===== config.mk =====
export PLATFORM = sky130hd
export DESIGN_NAME = fetch_sequencer_flat
export DESIGN_NICKNAME = d
export VERILOG_FILES = /design/src/rtl/fetch_sequencer_pkg.sv /design/src/rtl/fetch_sequencer_if.sv /design/src/rtl/ibuf_credit_counter.sv /design/src/rtl/fetch_sequencer.sv /design/src/flat_wrapper.sv
export SDC_FILE = /design/constraint.sdc
export NUM_CORES = 1
export LEC_CHECK = 0
export CAP_MARGIN = 20
export CORE_MARGIN = 2
export CORE_UTILIZATION = 52
export DETAILED_ROUTE_END_ITERATION = 10
export PLACE_DENSITY = 0.87
export SLEW_MARGIN = 30
export SYNTH_ARGS = -nofsm -noshare
export SYNTH_HDL_FRONTEND = slang
export SYNTH_SLANG_ARGS = --single-unit
export TNS_END_PERCENT = 100

===== constraint.sdc =====
create_clock -name clk -period 10.4 [get_ports clk]
set_input_delay 3.12 -clock clk [delete_from_list [all_inputs] [get_ports clk]]
set_output_delay 3.12 -clock clk [all_outputs]
set_load 0.005 [all_outputs]

===== src/rtl/fetch_sequencer_pkg.sv =====
// Shared front-end definitions: buffer depth, reset PC, issue-mode encodings,
// fetch FSM states and the buffer-room check used to meter fetch launches.
package fetch_sequencer_pkg;

    localparam int          IBUF_DEPTH       = 16;
    localparam logic [31:0] DEFAULT_RESET_PC = 32'hBFC0_0000;

    typedef enum logic {
        SingleIssue = 1'b0,
        DualIssue   = 1'b1
    } issue_mode_e;

    typedef enum logic [1:0] {
        IDLE,
        REQ,
        WAIT
    } state_e;

    // True when one more pair request still has a guaranteed buffer slot.
    function automatic logic launch_room(int occ, int outs, int depth, int max_out);
        return (outs < max_out) && (occ + 2 * (outs + 1) <= depth);
    endfunction

endpackage


===== src/rtl/fetch_sequencer_if.sv =====
// ICache request port plus instruction-buffer push/issue port of the fetch sequencer.
interface fetch_sequencer_if #(
    parameter int DEPTH = fetch_sequencer_pkg::IBUF_DEPTH
);
    logic                     icache_req_o;
    logic [31:0]              icache_addr_o;
    logic                     icache_addr_ok_i;
    logic                     icache_data_ok_i;
    logic                     push_o;
    logic [31:0]              push_addr1_o;
    logic [31:0]              push_addr2_o;
    logic                     issue_i;
    logic                     issue_mode_i;
    logic [$clog2(DEPTH):0]   occupancy_o;

    modport master (
        output icache_req_o, icache_addr_o, push_o, push_addr1_o, push_addr2_o, occupancy_o,
        input  icache_addr_ok_i, icache_data_ok_i, issue_i, issue_mode_i
    );

    modport slave (
        input  icache_req_o, icache_addr_o, push_o, push_addr1_o, push_addr2_o, occupancy_o,
        output icache_addr_ok_i, icache_data_ok_i, issue_i, issue_mode_i
    );
endinterface


===== src/rtl/ibuf_credit_counter.sv =====
// Occupancy / outstanding / discard bookkeeping for the instruction buffer,
// producing the launch permission for the fetch FSM.
module ibuf_credit_counter
    import fetch_sequencer_pkg::*;
#(
    parameter int DEPTH   = IBUF_DEPTH,
    parameter int MAX_OUT = 2
) (
    input  logic                   clk,
    input  logic                   rst,
    input  logic                   flush_i,
    input  logic                   stall_i,
    input  logic                   accept_i,
    input  logic                   data_ok_i,
    input  logic                   issue_i,
    input  logic                   issue_mode_i,
    output logic                   push_o,
    output logic                   launch_ok_o,
    output logic                   launch_next_o,
    output logic [$clog2(DEPTH):0] occupancy_o
);
    localparam int OCC_W = $clog2(DEPTH) + 1;
    localparam int CNT_W = $clog2(MAX_OUT + 2) + 1;

    logic [OCC_W-1:0] occ_q, occ_d;
    logic [CNT_W-1:0] outs_q, outs_d;
    logic [CNT_W-1:0] disc_q, disc_d;
    int               occ_sum, outs_sum, disc_sum, issue_amt;
    logic             rsp_underflow, issue_underflow;

    // NOTE: every always_comb output gets a default first so no path can infer a latch.
    always_comb begin
        push_o    = data_ok_i && (disc_q == '0) && !flush_i;
        issue_amt = issue_i ? ((issue_mode_i == DualIssue) ? 2 : 1) : 0;

        outs_sum = int'(outs_q) + (accept_i ? 1 : 0) - (data_ok_i ? 1 : 0);
        outs_d   = (outs_sum < 0) ? '0 : CNT_W'(outs_sum);

        occ_sum  = int'(occ_q) + (push_o ? 2 : 0) - issue_amt;
        occ_d    = (occ_sum < 0) ? '0 : OCC_W'(occ_sum);

        disc_sum = int'(disc_q) - ((data_ok_i && disc_q != '0) ? 1 : 0);
        if (flush_i) begin
            // Everything still in flight at the flush, including a request accepted
            // this very cycle, becomes stale; a response consumed now is not counted.
            occ_d    = '0;
            disc_sum = int'(outs_q) + (accept_i ? 1 : 0)
                     - ((data_ok_i && disc_q == '0) ? 1 : 0);
        end
        disc_d = (disc_sum < 0) ? '0 : CNT_W'(disc_sum);

        launch_ok_o   = !stall_i && launch_room(int'(occ_q), int'(outs_q), DEPTH, MAX_OUT);
        launch_next_o = !stall_i && launch_room(int'(occ_d), int'(outs_d), DEPTH, MAX_OUT);

        rsp_underflow   = data_ok_i && (outs_q == '0);
        issue_underflow = !flush_i && (occ_sum < 0);
    end

    // NOTE: sequential state uses non-blocking assignments so all flops update together.
    always_ff @(posedge clk or negedge rst) begin
        if (!rst) begin
            occ_q  <= '0;
            outs_q <= '0;
            disc_q <= '0;
        end else begin
            occ_q  <= occ_d;
            outs_q <= outs_d;
            disc_q <= disc_d;
        end
    end

    assign occupancy_o = occ_q;

    a_no_rsp_underflow: assert property (@(posedge clk) disable iff (!rst) !rsp_underflow);
    a_no_issue_underflow: assert property (@(posedge clk) disable iff (!rst) !issue_underflow);

endmodule


===== src/rtl/fetch_sequencer.sv =====
// Fetch request sequencer: owns the fetch and response PCs and runs the
// IDLE/REQ/WAIT request FSM, metered by the buffer credit counter.
module fetch_sequencer
    import fetch_sequencer_pkg::*;
#(
    parameter int          DEPTH    = IBUF_DEPTH,
    parameter int          MAX_OUT  = 2,
    parameter logic [31:0] RESET_PC = DEFAULT_RESET_PC
) (
    input  logic               clk,
    input  logic               rst,
    input  logic               flush_i,
    input  logic [31:0]        flush_pc_i,
    input  logic               stall_i,
    fetch_sequencer_if.master  bus
);
    state_e      state_q, state_d;
    logic [31:0] pc_q, pc_d;
    logic [31:0] rsp_pc_q, rsp_pc_d;
    logic [31:0] flush_pc;
    logic        req, accept, push, launch_ok, launch_next;

    assign flush_pc = flush_pc_i & ~32'h7;
    assign accept   = req && bus.icache_addr_ok_i;

    ibuf_credit_counter #(
        .DEPTH   (DEPTH),
        .MAX_OUT (MAX_OUT)
    ) u_credit (
        .clk           (clk),
        .rst           (rst),
        .flush_i       (flush_i),
        .stall_i       (stall_i),
        .accept_i      (accept),
        .data_ok_i     (bus.icache_data_ok_i),
        .issue_i       (bus.issue_i),
        .issue_mode_i  (bus.issue_mode_i),
        .push_o        (push),
        .launch_ok_o   (launch_ok),
        .launch_next_o (launch_next),
        .occupancy_o   (bus.occupancy_o)
    );

    always_comb begin
        state_d  = state_q;
        pc_d     = pc_q;
        rsp_pc_d = rsp_pc_q;
        req      = 1'b0;

        unique case (state_q)
            IDLE: state_d = launch_ok ? REQ : WAIT;
            REQ: begin
                // The request stays up until accepted, regardless of stall_i.
                req = 1'b1;
                if (bus.icache_addr_ok_i) begin
                    pc_d    = pc_q + 32'd8;
                    state_d = launch_next ? REQ : WAIT;
                end
            end
            WAIT: if (launch_ok) state_d = REQ;
            default: state_d = IDLE;
        endcase

        if (push) rsp_pc_d = rsp_pc_q + 32'd8;

        if (flush_i) begin
            pc_d     = flush_pc;
            rsp_pc_d = flush_pc;
            state_d  = REQ;
        end
    end

    always_ff @(posedge clk or negedge rst) begin
        if (!rst) begin
            state_q  <= IDLE;
            pc_q     <= RESET_PC;
            rsp_pc_q <= RESET_PC;
        end else begin
            state_q  <= state_d;
            pc_q     <= pc_d;
            rsp_pc_q <= rsp_pc_d;
        end
    end

    assign bus.icache_req_o  = req;
    assign bus.icache_addr_o = pc_q;
    assign bus.push_o        = push && rst;
    assign bus.push_addr1_o  = rsp_pc_q;
    assign bus.push_addr2_o  = rsp_pc_q + 32'd4;

endmodule


===== src/flat_wrapper.sv =====
// flat-port wrapper written by rule: the top's interface ports become plain ports
module fetch_sequencer_flat import fetch_sequencer_pkg::*;
#(
    parameter int          DEPTH    = IBUF_DEPTH,
    parameter int          MAX_OUT  = 2,
    parameter logic [31:0] RESET_PC = DEFAULT_RESET_PC
)
  (clk, rst, flush_i, flush_pc_i, stall_i, bus_icache_req_o, bus_icache_addr_o, bus_push_o, bus_push_addr1_o, bus_push_addr2_o, bus_occupancy_o, bus_icache_addr_ok_i, bus_icache_data_ok_i, bus_issue_i, bus_issue_mode_i);
  fetch_sequencer_if #(.DEPTH(DEPTH)) bus_i ();
  input  logic clk;
  input  logic rst;
  input  logic flush_i;
  input  logic [31:0] flush_pc_i;
  input  logic stall_i;
  output wire logic [$bits(bus_i.icache_req_o)-1:0] bus_icache_req_o;
  output wire logic [$bits(bus_i.icache_addr_o)-1:0] bus_icache_addr_o;
  output wire logic [$bits(bus_i.push_o)-1:0] bus_push_o;
  output wire logic [$bits(bus_i.push_addr1_o)-1:0] bus_push_addr1_o;
  output wire logic [$bits(bus_i.push_addr2_o)-1:0] bus_push_addr2_o;
  output wire logic [$bits(bus_i.occupancy_o)-1:0] bus_occupancy_o;
  input wire logic [$bits(bus_i.icache_addr_ok_i)-1:0] bus_icache_addr_ok_i;
  input wire logic [$bits(bus_i.icache_data_ok_i)-1:0] bus_icache_data_ok_i;
  input wire logic [$bits(bus_i.issue_i)-1:0] bus_issue_i;
  input wire logic [$bits(bus_i.issue_mode_i)-1:0] bus_issue_mode_i;
  assign bus_icache_req_o = bus_i.icache_req_o;
  assign bus_icache_addr_o = bus_i.icache_addr_o;
  assign bus_push_o = bus_i.push_o;
  assign bus_push_addr1_o = bus_i.push_addr1_o;
  assign bus_push_addr2_o = bus_i.push_addr2_o;
  assign bus_occupancy_o = bus_i.occupancy_o;
  assign bus_i.icache_addr_ok_i = bus_icache_addr_ok_i;
  assign bus_i.icache_data_ok_i = bus_icache_data_ok_i;
  assign bus_i.issue_i = bus_issue_i;
  assign bus_i.issue_mode_i = bus_issue_mode_i;
  fetch_sequencer #(.DEPTH(DEPTH), .MAX_OUT(MAX_OUT), .RESET_PC(RESET_PC)) u_core (.clk(clk), .rst(rst), .flush_i(flush_i), .flush_pc_i(flush_pc_i), .stall_i(stall_i), .bus(bus_i));
endmodule

Word-level counts from Yosys, hierarchy flattened
Cells that the tools add are included.
{ "word_totals": {"ff_bits": 77, "word_cells": 73} }
{ "op_classes": {"add_sub_neg": 13, "order_cmp": 7, "n_eq_ne": 4, "n_mux": 24, "reduce_logical": 19} }
{ "ops": {"columns": ["operator", "count"], "rows": [
  ["32-bit 2-to-1 mux", 6],
  ["32-bit by 4-bit adder with 32-bit output (second input constant)", 2],
  ["32-bit by 1-bit less-than comparator with 1-bit output (second input constant)", 2],
  ["32-bit by 3-bit adder with 32-bit output (second input constant)", 1],
  ["32-bit by 2-bit subtractor with 32-bit output", 1],
  ["2-bit 2-to-1 mux", 8],
  ["5-bit by 5-bit adder with 6-bit output", 2],
  ["6-bit by 5-bit <= comparator with 1-bit output (second input constant)", 2],
  ["5-bit 2-to-1 mux", 2],
  ["1-bit logical AND", 9],
  ["3-bit by 1-bit adder with 4-bit output (second input constant)", 2],
  ["7-bit by 1-bit less-than comparator with 1-bit output (second input constant)", 1],
  ["6-bit by 2-bit subtractor with 7-bit output", 1],
  ["5-bit by 2-bit adder with 6-bit output", 1],
  ["3-bit by 2-bit less-than comparator with 1-bit output (second input constant)", 2],
  ["3-bit 2-to-1 mux", 2],
  ["2-bit one-hot mux with 3 select lines", 1],
  ["2-bit nonzero test", 3],
  ["1-bit 2-to-1 mux", 5],
  ["4-bit by 1-bit subtractor with 5-bit output", 1],
  ["3-bit by 1-bit adder with 4-bit output", 1],
  ["2-bit AND reduction", 2],
  ["3-bit by 1-bit subtractor with 4-bit output", 1],
  ["3-bit logical NOT", 1],
  ["other kinds (7)", 8]
]} }

Depth between registers and ports, before layout
{ "logic_depth": {"word_depth": 17, "depth_mapped": 18, "mapped_depth_nobuf": 18} }

Cells and area by module
A second synthesis with hierarchy kept.
{ "unflattened": {"cells_unflattened": 545, "hier_area_um2": 4862.2} }
{ "modules_own_cells": {"columns": ["module", "n_inst", "cells_each", "area_each_um2", "seq_area_each_um2"], "rows": [
  ["fetch_sequencer", 1, 419, 3703.6, 1524.0],
  ["ibuf_credit_counter", 1, 126, 1158.6, 275.3]
]} }

Least setup slack after synthesis
Ideal clock, no wire load.
{ "synth_timing": {"path_kind": "input port to output port", "startpoint": "in bus_icache_data_ok_i", "endpoint": "out bus_push_o", "t_arrival_ns": 4.026, "required_time_ns": 7.280, "setup_slack_ns": 3.254, "path_stages": 4, "path_buffers": 1, "cell_sequence": "or4b_1 clkbuf_1 inv_1 and3_1"} }
{ "synth_between": {"elab_chain_len": 3} }
{ "synth_lines": {"columns": ["element", "line_no", "text"], "rows": [
  ["start: declaration", "flat_wrapper.sv:22", "input wire logic [$bits(bus_i.icache_data_ok_i)-1:0] bus_icache_data_ok_i;"],
  ["1-bit logical AND (2 in a row)", "ibuf_credit_counter.sv:33", "push_o = data_ok_i && (disc_q == '0) && !flush_i;"],
  ["1-bit logical AND", "fetch_sequencer.sv:87", "assign bus.push_o = push && rst;"],
  ["end: declaration", "flat_wrapper.sv:17", "output wire logic [$bits(bus_i.push_o)-1:0] bus_push_o;"]
]} }
Every way passes these cells.

Worst setup path after layout
Same ends and word-level chain as after synthesis.

==> impl_metrics.json <==
{
  "p_leak_nw": 2.54,
  "antenna_found_initial": 0,
  "setup-tns-final_ns": 0,
  "initial_utilization": 0.539,
  "htree_levels": 3,
  "reg2regPathDepth": 14,
  "dr.pass1.iters": 4,
  "p_comb_frac": 0.477,
  "die_w_um": 99.0,
  "clk_pin_slew_worst_paths_ns": 0.07,
  "setup.worst_path.end": "bus_push_o",
  "cp-end-kind": "output port",
  "hold_viol": 0,
  "yosys.area.top_type_share": 0.282,
  "hp-class": "register to register",
  "viasPerCell": 5.67,
  "synthTopCellsByCount": "dfrtp_1 (53), clkbuf_1 (35), xnor2_1 (34)",
  "path_depth": 5,
  "yosys.area.top_type": "dfrtp_1",
  "gp_congestion": 0.808,
  "power_density_nw_per_um2": 189,
  "max_clock_freq_mhz": 120,
  "cts_made_buffers": 9,
  "netlist_top_cells_area": "dfrtp_1 (28%), dfstp_2 (10%), mux2_2 (7.7%)",
  "worstPathCellList": "clkdlybuf4s50_1 -> or4b_1 -> inv_1 -> and3_1 -> clkdlybuf4s50_1",
  "gr-total-overflow": 0,
  "met1_length_um": 4890,
  "syn_avg_cell_area_um2": 9.47,
  "yosysSeqAreaShare": 0.383,
  "r2r_start": "u_core.u_credit.disc_q[0]$_DFF_PN0_",
  "swShare": 0.372,
  "via_count": 4016,
  "nets": 665,
  "drt-initial-drc-count": 158,
  "ys.flop_type": "dfrtp_1",
  "cp_max_fo": 6,
  "status": "completed",
  "wl_met3_um": 592,
  "drv_cap": 0,
  "maxSlewHeadroom": 0.559,
  "io_buffers": 130,
  "cts_tree": "built",
  "rsz0062_at_grt": "false",
  "setup_viol": 0,
  "antenna_cells": 0,
  "regToRegSetupSlack_ns": 5.95,
  "wl_um": 12100,
  "grt_max_degree": 72,
  "route.antenna.remaining_nets": 0,
  "cts.sinks": 71,
  "root_buffer": "clkbuf_8",
  "p_sw_w": 0.000429,
  "synthCells": 496,
  "post_cts_buffers": 0,
  "slowest_stage": "or4b_1",
  "die_area_um2": 9810,
  "detail_route.wl_per_cell_um": 17.1,
  "required_ns": 7.28,
  "io_pins": 143,
  "period_share": 0.803,
  "crit_buf_inv": 3,
  "fp.coreArea_um2": 8720,
  "worst_r2r_endpoint": "u_core.state_q[1]$_DFFE_PN0P_",
  "yosysWarnings": 0,
  "dp_hpwl_um": 9340,
  "postLayoutSetupSlackWorst_ns": 2.05,
  "dpl_cell_area_um2": 5940,
  "crit_type": "input pin to output port",
  "area_growth_pct": 30.4,
  "drc_errors": 0,
  "arrival_ns": 5.23,
  "rows": 34,
  "clk_latency_ns": 0.34,
  "maxUsedRoutingLayer": "met4",
  "fp.dieH_um": 99.0,
  "power.internal_w": 0.000726,
  "final_layout_size_suffix_gt1_frac": 0.125,
  "synth_edf_count": 0,
  "yosys_register_bits": 71,
  "drv_slew": 0,
  "grt_pass1_wl_um": 19700,
  "grt_pass1_vias": 4090,
  "cts_buffer_depth": 2,
  "cts_hold_buffers": 0,
  "post_cts_resized": 0,
  "fin_area_um2": 6130,
  "synth_most_common_cell": "dfrtp_1",
  "dr_wl_met2_um": 6420,
  "dpl_worst_slack_ns": 2.08,
  "grt.total_usage": 0.252,
  "clockPowerShare": 0.182,
  "worst_slew_pin_slew_ns": 0.661,
  "power_frac_seq": 0.340,
  "crit_top_cell": "clkdlybuf4s50_1",
  "synth_cell_types": 48,
  "worst_setup_path_start_kind": "input pin",
  "fin_crit_ns": 8.35,
  "finalPower_w": 0.00116,
  "async_reset_ff_frac": 1.00,
  "critPathMaxStageDelay_ns": 0.62,
  "crit_family": "buffers and inverters",
  "peakVddDrop_mv": 0.148,
  "min_path_cells": 2,
  "netlist_area_um2": 4700,
  "clock_skew_ns": 0.0122,
  "crit_start": "bus_icache_data_ok_i"
}
==> worst min-delay path, stage by stage, from the launching register on <==
cell and delay, ns:
dfstp_2 0.40, nor2_1 0.10, a211oi_1 0.08
==> through the flow <==
step	util	std cells	hold slack [ns]
floorplan	-	503	0.537
global placement	0.681	693	0.556
detailed placement	0.681	693	0.572
CTS	0.702	708	0.582
global route	0.702	708	0.605
finish	0.702	708	0.582
==> cells in the final DEF (no fill, tap or decap), types with 13 or more instances in the layout <==
master             n
inv_1             26
nand4_1           16
o31a_1            14
xnor2_1           34
nand3_1           22
nor2_1            33
ha_1              25
xor2_1            18
dfrtp_1           53
dfstp_2           18
clkdlybuf4s50_1  129
mux2_2            32
nand2_1           31
a21oi_1           13
nor3_1            20
==> area by class of cell <==
type                            count  area, µm²
Clock buffer                       11        131
Clock inverter                      4       47.5
Fill cell                         653       2590
Inverter                           27        101
Multi-Input combinational cell    354       2590
Sequential cell                    71       1800
Tap cell                          108        135
Timing Repair Buffer              133       1320
==> power groups by stage <==
stage	combinational, W	sequential [W]	clock [W]
after floorplan	0.000361	0.000384	0
after detailed placement	0.000551	0.000396	0
after CTS	0.000556	0.000392	0.000213
after global placement	0.000516	0.000392	0
after global routing	0.000618	0.000401	0.000224
final	0.000552	0.000393	0.000211
==> cells by family (layout without fill, tap and decap cells) <==
family | count (synthesis) | count (layout) | share of synthesized area
simple gates | 170 | 170 | 0.188
buf+inv | 78 | 175 | 0.0714
xor+xnor | 52 | 52 | 0.0970
flops | 71 | 71 | 0.383
other cells | 2 | 9 | 0.00160
fa+ha+maj | 29 | 29 | 0.0836
mux | 35 | 35 | 0.0831
compound gates | 59 | 59 | 0.0927
==> how the worst min path moves through the flow <==
stage | startpoint | to
after global routing | u_core.bus.push_addr1_o[24]$_DFFE_PN1N_ | u_core.bus.push_addr1_o[24]$_DFFE_PN1N_
final | u_core.bus.push_addr1_o[24]$_DFFE_PN1N_ | u_core.bus.push_addr1_o[24]$_DFFE_PN1N_
after floorplan | u_core.state_q[1]$_DFFE_PN0P_ | u_core.state_q[0]$_DFFE_PN0P_
after global placement | u_core.bus.push_addr1_o[24]$_DFFE_PN1N_ | u_core.bus.push_addr1_o[24]$_DFFE_PN1N_
after CTS | u_core.bus.push_addr1_o[24]$_DFFE_PN1N_ | u_core.bus.push_addr1_o[24]$_DFFE_PN1N_
after detailed placement | u_core.bus.push_addr1_o[24]$_DFFE_PN1N_ | u_core.bus.push_addr1_o[24]$_DFFE_PN1N_
==> sequential cells by signal (all words and copies together), names as in the netlist <==
signal	flops
u_core.bus.push_addr1_o	29
u_core.bus.icache_addr_o	29
u_core.state_q	2
u_core.u_credit.outs_q	3
u_core.u_credit.occupancy_o	5
u_core.u_credit.disc_q	3
==> routing by layer <==
metal / vias up / GRT usage
met2: 120 / 0.441
met4: 0 / 0.0938
li1: 1899 / -
met5: - / 0
met3: 16 / 0.0404
met1: 1981 / 0.314
Power figures use the tool's default switching activity.
